### src/rtl/seg_reader_if.sv
// rtl/seg_reader_if.sv - segment display sense lines and decoded result port bundle.
interface seg_reader_if;
  logic       a, b, c, d, e, f, g;
  logic       sel;
  logic       out_ready;
  logic       ovf_clr;
  logic [3:0] data;
  logic       blank;
  logic       err;
  logic       out_valid;
  logic       overflow;

  modport master (
    output a, b, c, d, e, f, g, sel, out_ready, ovf_clr,
    input  data, blank, err, out_valid, overflow
  );

  modport slave (
    input  a, b, c, d, e, f, g, sel, out_ready, ovf_clr,
    output data, blank, err, out_valid, overflow
  );
endinterface

### src/rtl/seg_reader.sv
// rtl/seg_reader.sv - debounced seven-segment digit reader with a one-entry result register.
module seg_reader #(
  parameter int STABLE_CYCLES = 4
) (
  input  logic         clk,
  input  logic         rst_n,
  seg_reader_if.slave  bus
);

  localparam logic [7:0] STABLE_C = 8'(STABLE_CYCLES);

  typedef enum logic [1:0] {IDLE, SETTLE, LOCKED} state_t;

  state_t     state_q, state_d;
  logic [7:0] samp_q, samp_d;
  logic       samp_vld_q;
  logic [7:0] cnt_q, cnt_d;
  logic [7:0] cand_q, cand_d;
  logic [7:0] last_q, last_d;
  logic       last_vld_q, last_vld_d;
  logic [3:0] data_q, data_d;
  logic       blank_q, blank_d;
  logic       err_q, err_d;
  logic       valid_q, valid_d;
  logic       ovf_q, ovf_d;
  logic       accept;
  logic       new_res;
  logic       drop;
  logic [3:0] dec_data;
  logic       dec_blank;
  logic       dec_err;

  // sel=1 blanks the display, so its segment lines are folded away before comparison
  always_comb begin
    samp_d = bus.sel ? 8'h80 : {1'b0, bus.a, bus.b, bus.c, bus.d, bus.e, bus.f, bus.g};
  end

  always_comb begin
    state_d = state_q;
    cnt_d   = cnt_q;
    cand_d  = cand_q;
    accept  = 1'b0;
    case (state_q)
      IDLE: begin
        if (samp_vld_q) begin
          state_d = SETTLE;
          cnt_d   = 8'd1;
          cand_d  = samp_q;
        end
      end
      SETTLE: begin
        if (samp_q == cand_q) begin
          if (cnt_q >= STABLE_C - 8'd1) begin
            cnt_d   = STABLE_C;
            accept  = 1'b1;
            state_d = LOCKED;
          end else begin
            cnt_d = cnt_q + 8'd1;
          end
        end else begin
          cnt_d  = 8'd1;
          cand_d = samp_q;
        end
      end
      LOCKED: begin
        if (samp_q != cand_q) begin
          state_d = SETTLE;
          cnt_d   = 8'd1;
          cand_d  = samp_q;
        end
      end
      default: begin
        state_d = IDLE;
        cnt_d   = 8'd0;
      end
    endcase
  end

  always_comb begin
    dec_data  = 4'd0;
    dec_blank = 1'b0;
    dec_err   = 1'b0;
    if (cand_q[7] || cand_q[6:0] == 7'b0000000) begin
      dec_blank = 1'b1;
    end else begin
      case (cand_q[6:0])
        7'b1111110: dec_data = 4'd0;
        7'b0110000: dec_data = 4'd1;
        7'b1101101: dec_data = 4'd2;
        7'b1111001: dec_data = 4'd3;
        7'b0110011: dec_data = 4'd4;
        7'b1011011: dec_data = 4'd5;
        7'b1011111: dec_data = 4'd6;
        7'b1110000: dec_data = 4'd7;
        7'b1111111: dec_data = 4'd8;
        7'b1111011: dec_data = 4'd9;
        default:    dec_err  = 1'b1;
      endcase
    end
  end

  // Re-accepting the pattern already reported is not a new result
  always_comb begin
    new_res    = accept && (!last_vld_q || cand_q != last_q);
    drop       = new_res && valid_q && !bus.out_ready;
    last_d     = accept ? cand_q : last_q;
    last_vld_d = last_vld_q | accept;
    data_d     = data_q;
    blank_d    = blank_q;
    err_d      = err_q;
    valid_d    = valid_q;
    if (new_res && !drop) begin
      data_d  = dec_data;
      blank_d = dec_blank;
      err_d   = dec_err;
      valid_d = 1'b1;
    end else if (valid_q && bus.out_ready) begin
      valid_d = 1'b0;
    end
    if (drop) begin
      ovf_d = 1'b1;
    end else if (bus.ovf_clr) begin
      ovf_d = 1'b0;
    end else begin
      ovf_d = ovf_q;
    end
  end

  always_ff @(posedge clk or negedge rst_n) begin
    if (!rst_n) begin
      state_q    <= IDLE;
      samp_q     <= 8'd0;
      samp_vld_q <= 1'b0;
      cnt_q      <= 8'd0;
      cand_q     <= 8'd0;
      last_q     <= 8'd0;
      last_vld_q <= 1'b0;
      data_q     <= 4'd0;
      blank_q    <= 1'b0;
      err_q      <= 1'b0;
      valid_q    <= 1'b0;
      ovf_q      <= 1'b0;
    end else begin
      state_q    <= state_d;
      samp_q     <= samp_d;
      samp_vld_q <= 1'b1;
      cnt_q      <= cnt_d;
      cand_q     <= cand_d;
      last_q     <= last_d;
      last_vld_q <= last_vld_d;
      data_q     <= data_d;
      blank_q    <= blank_d;
      err_q      <= err_d;
      valid_q    <= valid_d;
      ovf_q      <= ovf_d;
    end
  end

  assign bus.data      = data_q;
  assign bus.blank     = blank_q;
  assign bus.err       = err_q;
  assign bus.out_valid = valid_q;
  assign bus.overflow  = ovf_q;

endmodule

### src/flat_wrapper.sv
// flat-port wrapper written by rule: the top's interface ports become plain ports
module seg_reader_flat 
#(
  parameter int STABLE_CYCLES = 4
)
  (clk, rst_n, bus_a, bus_b, bus_c, bus_d, bus_e, bus_f, bus_g, bus_sel, bus_out_ready, bus_ovf_clr, bus_data, bus_blank, bus_err, bus_out_valid, bus_overflow);
  seg_reader_if bus_i ();
  input  logic clk;
  input  logic rst_n;
  input wire logic [$bits(bus_i.a)-1:0] bus_a;
  input wire logic [$bits(bus_i.b)-1:0] bus_b;
  input wire logic [$bits(bus_i.c)-1:0] bus_c;
  input wire logic [$bits(bus_i.d)-1:0] bus_d;
  input wire logic [$bits(bus_i.e)-1:0] bus_e;
  input wire logic [$bits(bus_i.f)-1:0] bus_f;
  input wire logic [$bits(bus_i.g)-1:0] bus_g;
  input wire logic [$bits(bus_i.sel)-1:0] bus_sel;
  input wire logic [$bits(bus_i.out_ready)-1:0] bus_out_ready;
  input wire logic [$bits(bus_i.ovf_clr)-1:0] bus_ovf_clr;
  output wire logic [$bits(bus_i.data)-1:0] bus_data;
  output wire logic [$bits(bus_i.blank)-1:0] bus_blank;
  output wire logic [$bits(bus_i.err)-1:0] bus_err;
  output wire logic [$bits(bus_i.out_valid)-1:0] bus_out_valid;
  output wire logic [$bits(bus_i.overflow)-1:0] bus_overflow;
  assign bus_i.a = bus_a;
  assign bus_i.b = bus_b;
  assign bus_i.c = bus_c;
  assign bus_i.d = bus_d;
  assign bus_i.e = bus_e;
  assign bus_i.f = bus_f;
  assign bus_i.g = bus_g;
  assign bus_i.sel = bus_sel;
  assign bus_i.out_ready = bus_out_ready;
  assign bus_i.ovf_clr = bus_ovf_clr;
  assign bus_data = bus_i.data;
  assign bus_blank = bus_i.blank;
  assign bus_err = bus_i.err;
  assign bus_out_valid = bus_i.out_valid;
  assign bus_overflow = bus_i.overflow;
  seg_reader #(.STABLE_CYCLES(STABLE_CYCLES)) u_core (.clk(clk), .rst_n(rst_n), .bus(bus_i));
endmodule
### config.mk
export PLATFORM = sky130hd
export DESIGN_NAME = seg_reader_flat
export DESIGN_NICKNAME = d
export VERILOG_FILES = /design/src/rtl/seg_reader_if.sv /design/src/rtl/seg_reader.sv /design/src/flat_wrapper.sv
export SDC_FILE = /design/constraint.sdc
export NUM_CORES = 1
export LEC_CHECK = 0
export BUFFER_PORTS_ARGS = -buffer_cell sky130_fd_sc_hd__buf_2
export CAP_MARGIN = 15
export CORE_ASPECT_RATIO = 1.1
export CORE_MARGIN = 2
export CORE_UTILIZATION = 39
export CTS_CLUSTER_DIAMETER = 40
export DETAILED_ROUTE_END_ITERATION = 6
export PLACE_DENSITY_LB_ADDON = 0.1
export SLEW_MARGIN = 15
export SYNTH_ARGS = -nofsm -noshare
export SYNTH_HDL_FRONTEND = slang
export SYNTH_SLANG_ARGS = --single-unit
### constraint.sdc
create_clock -name clk -period 2.3 [get_ports clk]
set_input_delay 0.23 -clock clk [delete_from_list [all_inputs] [get_ports clk]]
set_output_delay 0.23 -clock clk [all_outputs]
set_load 0.1 [all_outputs]
==> flow_summary_export.csv <==
group,metric,value,unit
run_status,status,"finished clean",
timing,finalCritPeriodShare,86.7,%
grt,grtUsageMet3,3.48,%
clock_network,cts_resized,0,
worst_setup_path,crit_chain,"xnor2_1 -> and4_4 -> a21oi_1 -> a21oi_2 -> mux2_2",
route,vias,1611,
finish,num_antenna_cells,0,
worst_setup_path,start_kind,"register",
logic_synthesis,synth_top_family_by_area,"simple AND/OR/NAND/NOR gates",
floorplanning,ioPinCount,20,
finish,syn_to_final_growth,13.4,%
grt,antenna_found_initial,0,
timing,finalHoldViolCount,0,
worst_setup_path,r2r_end,"u_core.cand_q[2]",
timing,final.setup_skew,0.00868,ns
clock_network,clk_pin_slew,0.08,ns
placement,io_buffer_count,19,
logic_synthesis,netlist_instances,199,
logic_synthesis,yosysSeqAreaShare,49.5,%
timing,slew_violations,0,
logic_synthesis,synth_cell_types,47,
clock_network,htree_levels,2,
route,postRouteWirelength,4.35,mm
logic_synthesis,yosys_warnings,0,
placement,place_worst_setup_slack,0.302,ns
route,drtPass1Iterations,4,
grt,use_met2,25.3,%
worst_setup_path,cp_data_arrival_time,2.17,ns
worst_setup_path,crit_type,"reg -> reg",
floorplanning,die_w,76.0,um
logic_synthesis,synth_ff_type,"dfrtp_1",
timing,slew_headroom,35.9,%
clock_network,cts_tree,"built",
power_and_ir_drop,leakage,1.09,nW
floorplanning,rows,28,
logic_synthesis,syn-cell-area,0.00222,sq mm
clock_network,clkLatencyLatePin,0.29,ns
worst_setup_path,path_buf_inv,0,
finish,layout_common_cells,"dfrtp_1 (44), mux2_2 (19), buf_2 (19), xnor2_1 (15)",
timing,tightest_slew,0.961,ns
logic_synthesis,synthesis.nets,212,
timing,grt_setup_unrepaired,"false",
clock_network,clockRootBuffer,"clkbuf_8",
grt,grt_max_degree,45,
power_and_ir_drop,power.density,588,mW/mm^2
logic_synthesis,postSynthAreaPerCell,11.2,sq um
clock_network,numCtsBuffers,5,
grt,grtUsageTotal,14.7,%
power_and_ir_drop,vdd_ir_drop_max,379,uV
worst_setup_path,slowest_stage,"a21oi_2",
logic_synthesis,synth-seq-cells,44,
worst_setup_path,ff2ff_path_depth,5,
floorplanning,start_util,40.9,%
logic_synthesis,muxShareOfSynthArea,10.6,%
timing,timing.final.ws_setup,0.305,ns
logic_synthesis,synth-xor-area-share,7.37,%
worst_setup_path,endpoint_kind,"register",
placement,gp_congestion,0.810,
floorplanning,coreArea,0.00543,sq mm
logic_synthesis,synth_compound_area_share,10.1,%
clock_network,clock_path_buffers,2,
route,drc,0,
finish,layout-drive-gt1-share,27.7,%
logic_synthesis,synth_edf_count,0,
clock_network,postCtsSetupBuffers,0,
timing,setup_tns,0,ns
worst_setup_path,cpPeakStageDelay,0.43,ns
grt,grt.overflow.total,0,
clock_network,clkSinkCount,44,
route,viasPerCell,5.39,
route,post_drt_wl_per_cell,14.5,um
timing,min_period,1.99,ns
timing,setup_violations,0,
worst_setup_path,reg2reg_from,"u_core.samp_q[5]",
finish,nets,236,
route,drt_iter0_markers,68,
min_path,hold_class,"in -> async",
clock_network,hold_buffers,0,
grt,grt-busiest-layer,"met2",
timing,clock.fmax,501,MHz
worst_setup_path,startpoint,"u_core.samp_q[5]",
grt,met1_usage,17.5,%
finish,mostFrequentLayoutCell,"dfrtp_1",
logic_synthesis,postSynth.asyncResetShare,100,%
placement,dpl.hpwl,3.19,mm
grt,grt_pass1_wl,7.56,mm
flow_run,maxCapViolations,0,
worst_setup_path,critPathMaxFanout,8,
logic_synthesis,yosys.area_share.simple,18.5,%
logic_synthesis,synth_fa_ha_area_share,0.563,%
finish,nFillCells,523,
worst_setup_path,cp_top_family,"compound AO/OA/AOI/OAI gates",
floorplanning,fp.dieH,83.2,um
route,antenna_left,0,
worst_setup_path,regToRegSetupSlack,0.31,ns
floorplanning,dieArea,0.00632,sq mm
grt,grt_pass1_vias,1714,
worst_setup_path,cp.required,2.48,ns
## how the worst max path moves through the flow
| stage | end | cells past startpoint |
|---|---|---|
| after floorplan | u_core.last_q[1] | 6 |
| after global placement | u_core.cand_q[0] | 5 |
| after detailed placement | u_core.cand_q[1] | 5 |
| after CTS | u_core.cand_q[1] | 5 |
| after global routing | u_core.last_q[5] | 6 |
| final | u_core.cand_q[2] | 5 |
## worst register-to-register path: cells and delay by family, from the launching register on
family	cells	cell delay, ns
flip-flops	1	0.39
XOR/XNOR	1	0.25
AO/OA/AOI/OAI	2	0.54
multiplexers	1	0.40
AND/OR/NAND/NOR	1	0.31
## layout make-up
| cell class | count | area (sq um) | area share (%) |
|---|---|---|---|
| clock buffer | 8 | 90.1 | 3.57 |
| sequential | 44 | 1100 | 43.7 |
| multi-input combinational | 138 | 1050 | 41.7 |
| tap | 75 | 93.8 | 3.72 |
| inverter | 6 | 22.5 | 0.893 |
| timing repair buffer | 28 | 163 | 6.45 |
## power breakdown
part | internal [mW] | switching (mW)
registers | 0.795 | 0.0165
clock network | 0.245 | 0.245
logic | 0.0747 | 0.106
total | 1.12 | 0.367
## routing by layer
layer  part of all wire (%)  vias to the layer above
li1                       -                      767
met1                     43                      797
met2                     52                       40
met3                    3.9                        7
met4                    1.4                        0
met5                      0                        -
## Yosys cell counts (all sizes together), types with 5 or more instances
master,instances,area [sq um]
dfrtp,44,1100
mux2,21,236
xnor2,17,164
nand2,10,37.5
nor2b,10,62.6
nor2,9,33.8
a21oi,7,38.8
clkbuf,7,26.3
nor3,7,35.0
inv,6,22.5
o21ai,6,30.0
and4,5,48.8
nand4,5,46.3
## logic make-up after synthesis
| family | after synthesis |
|---|---|
| buffers and inverters | 17 |
| multiplexers | 21 |
| other | 1 |
| flip-flops | 44 |
| adder cells (fa/ha/maj) | 1 |
| XOR/XNOR | 17 |
| AO/OA/AOI/OAI | 32 |
| AND/OR/NAND/NOR | 66 |
## through the flow
stage / util (%) / instances / hold slack, ns / power (mW) / instance area, sq um
after floorplan: - / 199 / -0.0656 / 0.945 / 2220
after global placement: 44.8 / 291 / 0.424 / 1.00 / 2430
after detailed placement: 44.8 / 291 / 0.430 / 1.01 / 2430
after CTS: 46.4 / 299 / 0.117 / 1.50 / 2520
after global routing: 46.4 / 299 / 0.133 / 1.55 / 2520
final: 46.4 / 299 / 0.0902 / 1.48 / 2520
## state kept, by name, summed over array words and instances (netlist names), 2 cells and up
| name | count |
|---|---|
| u_core.cand_q | 8 |
| u_core.cnt_q | 8 |
| u_core.last_q | 8 |
| u_core.samp_q | 8 |
| u_core.bus.data | 4 |
| u_core.state_q | 2 |
No activity file was read; power rests on OpenSTA's default activity.
